<file path="src/rtl/maxnet_pkg.sv">
// rtl/maxnet_pkg.sv - shared types, constants and lane helpers for the Maxnet sequencer
// Contents:
//   DW, LANES     lane data width and lane count
//   state_t       sequencer states
//   ST_*          result status codes
//   lane_is_zero  float zero test on magnitude bits only
package maxnet_pkg;

    localparam int DW    = 32;
    localparam int LANES = 4;

    typedef enum logic [2:0] {
        IDLE,
        LOAD,
        EVAL,
        CAPTURE,
        UPDATE,
        DONE
    } state_t;

    localparam logic [1:0] ST_WIN     = 2'd0;
    localparam logic [1:0] ST_ALLZERO = 2'd1;
    localparam logic [1:0] ST_TIMEOUT = 2'd2;

    // Sign bit is ignored so that -0.0 counts as a zero lane.
    function automatic logic lane_is_zero(input logic [DW-1:0] v);
        return (v[30:0] == 31'd0);
    endfunction

endpackage

</file>
<file path="src/rtl/maxnet_lane_bank.sv">
// rtl/maxnet_lane_bank.sv - four activation and four label lane registers
// Ports:
//   clk, rst              clock, asynchronous active-high reset
//   load_en, load_idx     write one lane of x and a from load_data/load_label
//   bulk_en, bulk_x       overwrite all x lanes at once (labels untouched)
//   x_bus, a_bus          lane i at [DW*i+DW-1:DW*i]
module maxnet_lane_bank #(
    parameter int DW = 32
) (
    input  logic            clk,
    input  logic            rst,
    input  logic            load_en,
    input  logic [1:0]      load_idx,
    input  logic [DW-1:0]   load_data,
    input  logic [DW-1:0]   load_label,
    input  logic            bulk_en,
    input  logic [4*DW-1:0] bulk_x,
    output logic [4*DW-1:0] x_bus,
    output logic [4*DW-1:0] a_bus
);
    import maxnet_pkg::*;

    always_ff @(posedge clk or posedge rst) begin
        if (rst) begin
            x_bus <= '0;
            a_bus <= '0;
        end else if (load_en) begin
            for (int i = 0; i < LANES; i++) begin
                if (load_idx == i[1:0]) begin
                    x_bus[i*DW +: DW] <= load_data;
                    a_bus[i*DW +: DW] <= load_label;
                end
            end
        end else if (bulk_en) begin
            x_bus <= bulk_x;
        end
    end

endmodule

</file>
<file path="src/rtl/maxnet_iter_ctrl.sv">
// rtl/maxnet_iter_ctrl.sv - Maxnet load / check / update sequencer
// Ports:
//   clk, rst                         clock, asynchronous active-high reset
//   in_valid/in_ready/in_data/in_label  four load beats, beat k fills lane k
//   x_bus, a_bus                     lanes presented to the output checker
//   chk_valid, chk_out               checker verdict and registered winner label
//   upd_start, upd_done, upd_x_bus   one Maxnet update request / response
//   res_valid/res_ready              result handshake
//   res_label, res_status, res_iter  winner label, WIN/ALLZERO/TIMEOUT, updates done
module maxnet_iter_ctrl #(
    parameter int DW       = 32,
    parameter int MAX_ITER = 64,
    parameter int ITER_W   = 7
) (
    input  logic              clk,
    input  logic              rst,
    input  logic              in_valid,
    output logic              in_ready,
    input  logic [DW-1:0]     in_data,
    input  logic [DW-1:0]     in_label,
    output logic [4*DW-1:0]   x_bus,
    output logic [4*DW-1:0]   a_bus,
    input  logic              chk_valid,
    input  logic [DW-1:0]     chk_out,
    output logic              upd_start,
    input  logic              upd_done,
    input  logic [4*DW-1:0]   upd_x_bus,
    output logic              res_valid,
    input  logic              res_ready,
    output logic [DW-1:0]     res_label,
    output logic [1:0]        res_status,
    output logic [ITER_W-1:0] res_iter
);
    import maxnet_pkg::*;

    localparam logic [ITER_W-1:0] ITER_MAX = ITER_W'(MAX_ITER);

    state_t            state;
    logic [1:0]        load_cnt;
    logic [ITER_W-1:0] iter_cnt;
    logic              load_en;
    logic              bulk_en;
    logic              all_zero;

    // in_ready is only high in IDLE/LOAD, so a beat can never land elsewhere.
    assign load_en = in_valid && in_ready;
    // upd_done is honoured only while waiting for it; stray pulses are dropped.
    assign bulk_en = (state == UPDATE) && upd_done;

    always_comb begin
        all_zero = 1'b1;
        for (int i = 0; i < LANES; i++) begin
            all_zero &= lane_is_zero(x_bus[i*DW +: DW]);
        end
    end

    maxnet_lane_bank #(.DW(DW)) u_lanes (
        .clk        (clk),
        .rst        (rst),
        .load_en    (load_en),
        .load_idx   (load_cnt),
        .load_data  (in_data),
        .load_label (in_label),
        .bulk_en    (bulk_en),
        .bulk_x     (upd_x_bus),
        .x_bus      (x_bus),
        .a_bus      (a_bus)
    );

    always_ff @(posedge clk or posedge rst) begin
        if (rst) begin
            state      <= IDLE;
            in_ready   <= 1'b1;
            upd_start  <= 1'b0;
            res_valid  <= 1'b0;
            res_label  <= '0;
            res_status <= ST_WIN;
            res_iter   <= '0;
            load_cnt   <= '0;
            iter_cnt   <= '0;
        end else begin
            upd_start <= 1'b0;
            case (state)
                IDLE, LOAD: begin
                    if (load_en) begin
                        load_cnt <= load_cnt + 2'd1;
                        if (load_cnt == 2'd3) begin
                            state    <= EVAL;
                            in_ready <= 1'b0;
                            iter_cnt <= '0;
                        end else begin
                            state <= LOAD;
                        end
                    end
                end
                EVAL: begin
                    if (chk_valid && all_zero) begin
                        state      <= DONE;
                        res_valid  <= 1'b1;
                        res_status <= ST_ALLZERO;
                        res_label  <= '0;
                        res_iter   <= iter_cnt;
                    end else if (chk_valid) begin
                        // chk_out only reflects these lanes one edge later.
                        state <= CAPTURE;
                    end else if (iter_cnt == ITER_MAX) begin
                        state      <= DONE;
                        res_valid  <= 1'b1;
                        res_status <= ST_TIMEOUT;
                        res_label  <= '0;
                        res_iter   <= iter_cnt;
                    end else begin
                        state     <= UPDATE;
                        upd_start <= 1'b1;
                    end
                end
                CAPTURE: begin
                    state      <= DONE;
                    res_valid  <= 1'b1;
                    res_status <= ST_WIN;
                    res_label  <= chk_out;
                    res_iter   <= iter_cnt;
                end
                UPDATE: begin
                    if (upd_done) begin
                        state <= EVAL;
                        if (iter_cnt != ITER_MAX) begin
                            iter_cnt <= iter_cnt + 1'b1;
                        end
                    end
                end
                DONE: begin
                    if (res_ready) begin
                        state     <= IDLE;
                        res_valid <= 1'b0;
                        in_ready  <= 1'b1;
                    end
                end
                default: begin
                    state    <= IDLE;
                    in_ready <= 1'b1;
                end
            endcase
        end
    end

endmodule

</file>
<file path="config.mk">
export PLATFORM = sky130hd
export DESIGN_NAME = maxnet_iter_ctrl
export DESIGN_NICKNAME = d
export VERILOG_FILES = /design/src/rtl/maxnet_pkg.sv /design/src/rtl/maxnet_lane_bank.sv /design/src/rtl/maxnet_iter_ctrl.sv
export SDC_FILE = /design/constraint.sdc
export NUM_CORES = 1
export LEC_CHECK = 0
export CELL_PAD_IN_SITES_DETAIL_PLACEMENT = 0
export CELL_PAD_IN_SITES_GLOBAL_PLACEMENT = 1
export CORE_AREA = 2 2 206 208
export CTS_CLUSTER_SIZE = 16
export DETAILED_ROUTE_END_ITERATION = 8
export DIE_AREA = 0 0 208 210
export GPL_ROUTABILITY_DRIVEN = 0
export GPL_TIMING_DRIVEN = 0
export PLACE_DENSITY = 0.85
export SYNTH_ARGS = -nofsm -noshare
export SYNTH_HDL_FRONTEND = slang
export SYNTH_SLANG_ARGS = --single-unit
</file>
<file path="constraint.sdc">
create_clock -name clk -period 15.9 [get_ports clk]
set_input_delay 1.59 -clock clk [delete_from_list [all_inputs] [get_ports clk]]
set_output_delay 1.59 -clock clk [all_outputs]
set_load 0.05 [all_outputs]
</file>
### Yosys cells after proc, flatten, opt, wreduce, memory -nomap -nowiden

Index checks and enable logic that the tools add are counted.

| word-level totals | value |
|---|---|
| logic and storage cells | 117 |
| output and inout port bits | 300 |
| latch bits | 0 |
| flip-flop bits (word level) | 312 |
| RAM bits | 0 |
| input port bits | 230 |
| memories | 0 |
| ROM bits | 0 |

| operators by class | value |
|---|---|
| order comparisons | 0 |
| divide/modulo/power cells | 0 |
| multiply operators | 0 |
| $add $sub $neg | 2 |
| reduce and logical (&&, ||, !) cells | 29 |
| bitwise operators | 4 |
| multiplexer cells | 44 |
| equality and inequality tests | 21 |
| shift-type cells | 0 |

Operators with widths:

| cell | number |
|---|---|
| $mux W128 | 2 |
| $mux W32 | 7 |
| $logic_not A31 Y1 | 4 |
| $pmux W32 S2 | 1 |
| $mux W7 | 7 |
| $pmux W7 S2 | 2 |
| $reduce_and A2 Y1 | 9 |
| $mux W3 | 5 |
| $pmux W3 S5 | 1 |
| $mux W1 | 12 |
| $ne A2 B1 Y1 const B | 5 |
| $mux W2 | 4 |
| $ne A2 B2 Y1 const B | 4 |
| $reduce_and A4 Y1 | 2 |
| $add A7 B1 Y7 const B | 1 |
| $eq A7 B7 Y1 const B | 1 |
| $ne A7 B7 Y1 const B | 1 |
| $eq A3 B2 Y1 const B | 2 |
| $eq A3 B3 Y1 const B | 2 |
| $ne A3 B3 Y1 const B | 2 |
| $pmux W1 S3 | 2 |
| $reduce_and A3 Y1 | 2 |
| $reduce_bool A2 Y1 | 3 |
| $reduce_and A5 Y1 | 1 |
| other kinds (13) | 18 |

### Longest topological paths before layout

| depth | value |
|---|---|
| depth after elaboration | 7 |
| mapped depth | 9 |
| gate-level depth less buffers | 8 |

### Cells and area by module

A second synthesis with hierarchy kept.

| unflattened totals | value |
|---|---|
| cell total of the unflattened synthesis | 1151 |
| area, all modules | 13711.9 µm² |

Modules (own cells, without submodules):

| module | seq. area each (µm²) | times used | cells an instance | area an instance (µm²) |
|---|---|---|---|---|
| maxnet_lane_bank | 6406.1 | 1 | 921 | 11145.7 |
| maxnet_iter_ctrl | 1402.6 | 1 | 230 | 2566.2 |

### Worst setup path before layout

No wires, ideal clock.

| timing path | value |
|---|---|
| kind | input-to-reg |
| start point | input port in_valid |
| end point | register u_lanes.a_bus[103] |
| setup slack | 12.985 ns |
| data arrival time | 2.791 ns |
| stages on the path | 5 |
| buffers on the path | 2 |
| library setup time | 0.125 ns |
| path through | and2_1 > buf_2 > nand2_1 > clkbuf_1 > mux2_2 |

| on the way | value |
|---|---|
| longest elaborated chain between the ends | 2 |

RTL lines:

| what | line | text |
|---|---|---|
| start: declaration | maxnet_iter_ctrl.sv:17 | `input logic in_valid,` |
| $logic_and A1 B1 Y1 | maxnet_iter_ctrl.sv:46 | `assign load_en = in_valid && in_ready;` |
| $reduce_and A2 Y1 (no source line) | -- |  |
| end signal: indexed assignment | maxnet_lane_bank.sv:31 | `a_bus[i*DW +: DW] <= load_label;` |
| end: declaration | maxnet_lane_bank.sv:19 | `output logic [4*DW-1:0] a_bus` |

No other way between the ends.
A chain may end at the register's enable or synchronous reset.

### Worst setup path after layout

| timing path | value |
|---|---|
| start point | input port in_valid |
| end point | register u_lanes.x_bus[36] |

| on the way | value |
|---|---|
| longest elaborated chain between the ends | 3 |
| elaborated cells on any way between the ends | 5 |

RTL lines:

| what | line | text |
|---|---|---|
| $logic_and A1 B1 Y1 (*) | maxnet_iter_ctrl.sv:46 |  |
| $ne A2 B1 Y1 (no source line) or $reduce_bool A2 Y1 (tied branches) | -- |  |
| $reduce_and A2 Y1 (no source line) | -- |  |
| end signal: indexed assignment | maxnet_lane_bank.sv:30 | `x_bus[i*DW +: DW] <= load_data;` |
| end signal: assignment | maxnet_lane_bank.sv:35 | `x_bus <= bulk_x;` |
| end: declaration | maxnet_lane_bank.sv:18 | `output logic [4*DW-1:0] x_bus,` |

Every way passes the cells marked *; elsewhere a longest branch is shown, timed or not.

==> flow_summary.yaml <==
outcome:
  status: "completed"
timing:
  period_minus_slack_ns: 4.16
  rsz0062_at_grt: "false"
  min_period_over_period_pct: 26.2
  skew_ns: 0.0225
  max_freq_mhz: 240
  slew_headroom_pct: 18.3
  finalHoldViolCount: 0
  drv_slew: 0
  final.setup.tns_ns: 0
  setup_viol: 0
  final.hold.worst_slack_ns: 0.489
  tightest_slew_ns: 1.23
drt:
  antenna_left: 0
  vias_per_cell: 5.11
  routed_wl_um: 51700
  drc: 0
  drt_iter0_drc: 743
  wl_per_cell_um: 23.0
  vias: 11500
  first_pass_iters: 5
min_path:
  hold_path_class: "reg -> reg"
  hp-start: "u_lanes.x_bus[127]"
  min_path_cells: 2
  hold_end: "u_lanes.x_bus[127]"
logic_synthesis:
  synth_seq_cells: 312
  synth_most_common_cell: "dfrtp_1"
  yosysWarnings: 0
  synthFlopType: "dfrtp_1"
  synth_top_area_share_pct: 61.3
  synth_commonest_cells: "dfrtp_1, nand2_1, a21oi_1, o21ai_0, mux2_2"
  synth_nets: 1339
  yosysTopAreaCell: "dfrtp_1"
  syn-instance-count: 1103
  synth_cell_type_count: 38
  ys_async_sr_fraction_pct: 100
  syn-cell-area_um2: 12700
  synth_area_leaders: "dfrtp_1, mux2_2, a21oi_1"
  avgSynthCellArea_um2: 11.5
  synth-seq-area-share_pct: 61.5
  synth_edf_count: 0
clocking:
  clock-sinks: 312
  clockBufferDepth: 3
  clk_pin_slew_ns: 0.06
  cts-root-buf: "clkbuf_16"
  cts_setup_buffers: 0
  cts_hold_buf: 0
  cts_tree: "built"
  clk_latency_ns: 0.55
  htreeDepth: 2
  cts_resized: 0
  cts_made_buffers: 36
place:
  dp_hpwl_um: 39600
  io_buffers: 529
cells_and_area:
  drive_gt1_share_pct: 12.3
  syn_to_final_growth_pct: 58.0
  layout.nets: 1909
  fillers: 3794
power_and_ir_drop:
  power_uw: 4070
  p_leak_uw: 0.00892
  p_per_area_nw_per_um2: 203
  ir_drop_v: 0.0000990
global_route:
  grt_pass1_vias: 11900
  gr-usage-met2_pct: 36.8
  grt_max_degree: 130
  grt_use_met3_pct: 6.87
  use_met1_pct: 29.5
  grt_pass1_wl_um: 76300
  grt.overflow.total: 0
  top_usage_layer: "met2"
  grt_usage_pct: 23.0
  antenna_found_initial: 10
worst_setup_path:
  path_class: "in -> reg"
  required_ns: 16.27
  rr_endpoint: "u_lanes.x_bus[36]"
  cp.arrival_ns: 4.53
  reg2reg_depth: 7
  critPathLaunchType: "input pin"
  endpoint_kind: "flop"
  reg2reg_from: "in_ready"
  crit_path_max_fanout: 10
  rrSetupSlack_ns: 12.87
die:
  die_h_um: 210
  die_area_um2: 43700
  fp-row-count: 75
  die_w_um: 208
  core_um2: 41500
  io_pins: 530
  initial_core_util_pct: 30.6
flow_run:
  max_cap_viol_count: 0
how the worst max path moves through the flow:
stage	start	endpoint	slack, ns	depth (start not counted)
detailed placement	in_valid	u_lanes.x_bus[36]	11.15	7
global placement	rst	res_label[0]	1.77	2
finish	in_valid	u_lanes.x_bus[36]	11.74	7
floorplan	rst	iter_cnt[0]	5.68	1
global route	in_valid	u_lanes.x_bus[33]	11.56	7
CTS	in_valid	u_lanes.x_bus[36]	11.74	7
per-stage QoR:
stage / utilization [%] / instance area (um^2) / cells / setup WS [ns]
2_1_floorplan: - / 12700 / 1103 / 5.68
3_3_place_gp: 45.0 / 18700 / 2171 / 1.77
3_5_place_dp: 45.2 / 18700 / 2174 / 11.15
4_1_cts: 48.3 / 20100 / 2237 / 11.74
5_1_grt: 48.4 / 20100 / 2246 / 11.56
6_report: 48.4 / 20100 / 2246 / 11.74
cell usage in the layout, fill, tap and decap left out, drive strengths merged, types with 2 or more instances in the layout:
cell type / netlist / final
and2: 2 / 2
clkinvlp: 0 / 2
nand2b: 2 / 2
inv: 10 / 12
nor2b: 2 / 2
mux2: 135 / 135
nand2: 142 / 142
clkdlybuf4s50: 0 / 529
o21ai: 136 / 136
clkinv: 0 / 2
a22o: 32 / 32
ha: 6 / 6
nor3: 7 / 7
xor2: 5 / 5
diode: 0 / 9
and3: 33 / 33
nor4: 33 / 33
dfrtp: 311 / 311
buf: 16 / 19
nand4: 10 / 10
a21oi: 136 / 136
nand3: 2 / 2
clkbuf: 52 / 103
nor2: 17 / 17
bufinv: 0 / 6
metal layers:
| metal | vias up | share of wire (%) |
|---|---|---|
| li1 | 5083 | - |
| met1 | 5731 | 41 |
| met2 | 572 | 47 |
| met3 | 98 | 8.9 |
| met4 | 0 | 3.1 |
| met5 | - | 0 |
cell type report:
type	count	area (um^2)	share of cell area (%)
Inverter	10	45.0	0.224
Clock inverter	12	226	1.13
Timing Repair Buffer	532	5360	26.7
Multi-Input combinational cell	713	4590	22.9
Tap cell	539	674	3.36
Clock buffer	51	1080	5.37
Buffer	68	270	1.35
Sequential cell	312	7810	38.9
Antenna cell	9	22.5	0.112
logic make-up (layout without fill, tap and decap cells):
family,Yosys count,count (layout),share of synthesized area [%]
AO/OA/AOI/OAI,312,312,13.5
flip-flops,312,312,61.5
AND/OR/NAND/NOR,253,253,9.36
multiplexers,136,136,12.3
buffers and inverters,78,673,2.42
adder cells (fa/ha/maj),6,6,0.591
XOR/XNOR,6,6,0.414
other,0,9,0
state kept, by name (all words and copies together), names as in the netlist:
register,count
in_ready,1
res_label,32
res_iter,7
u_lanes.a_bus,128
res_valid,1
iter_cnt,7
u_lanes.x_bus,128
res_status,2
upd_start,1
load_cnt,2
state,3
where the power goes:
part / leakage [uW] / switching, uW / internal [uW]
Combinational: 0.00416 / 1250 / 632
Clock: 0.000635 / 341 / 570
Sequential: 0.00412 / 218 / 1050
critical path, stage by stage:
cell             delay (ns)
clkdlybuf4s50_1        0.82
and2_1                 0.20
buf_2                  0.20
nor3_1                 0.13
a21oi_1                0.81
clkbuf_1               0.55
o21ai_0                0.22
Power figures use the tool's default switching activity.
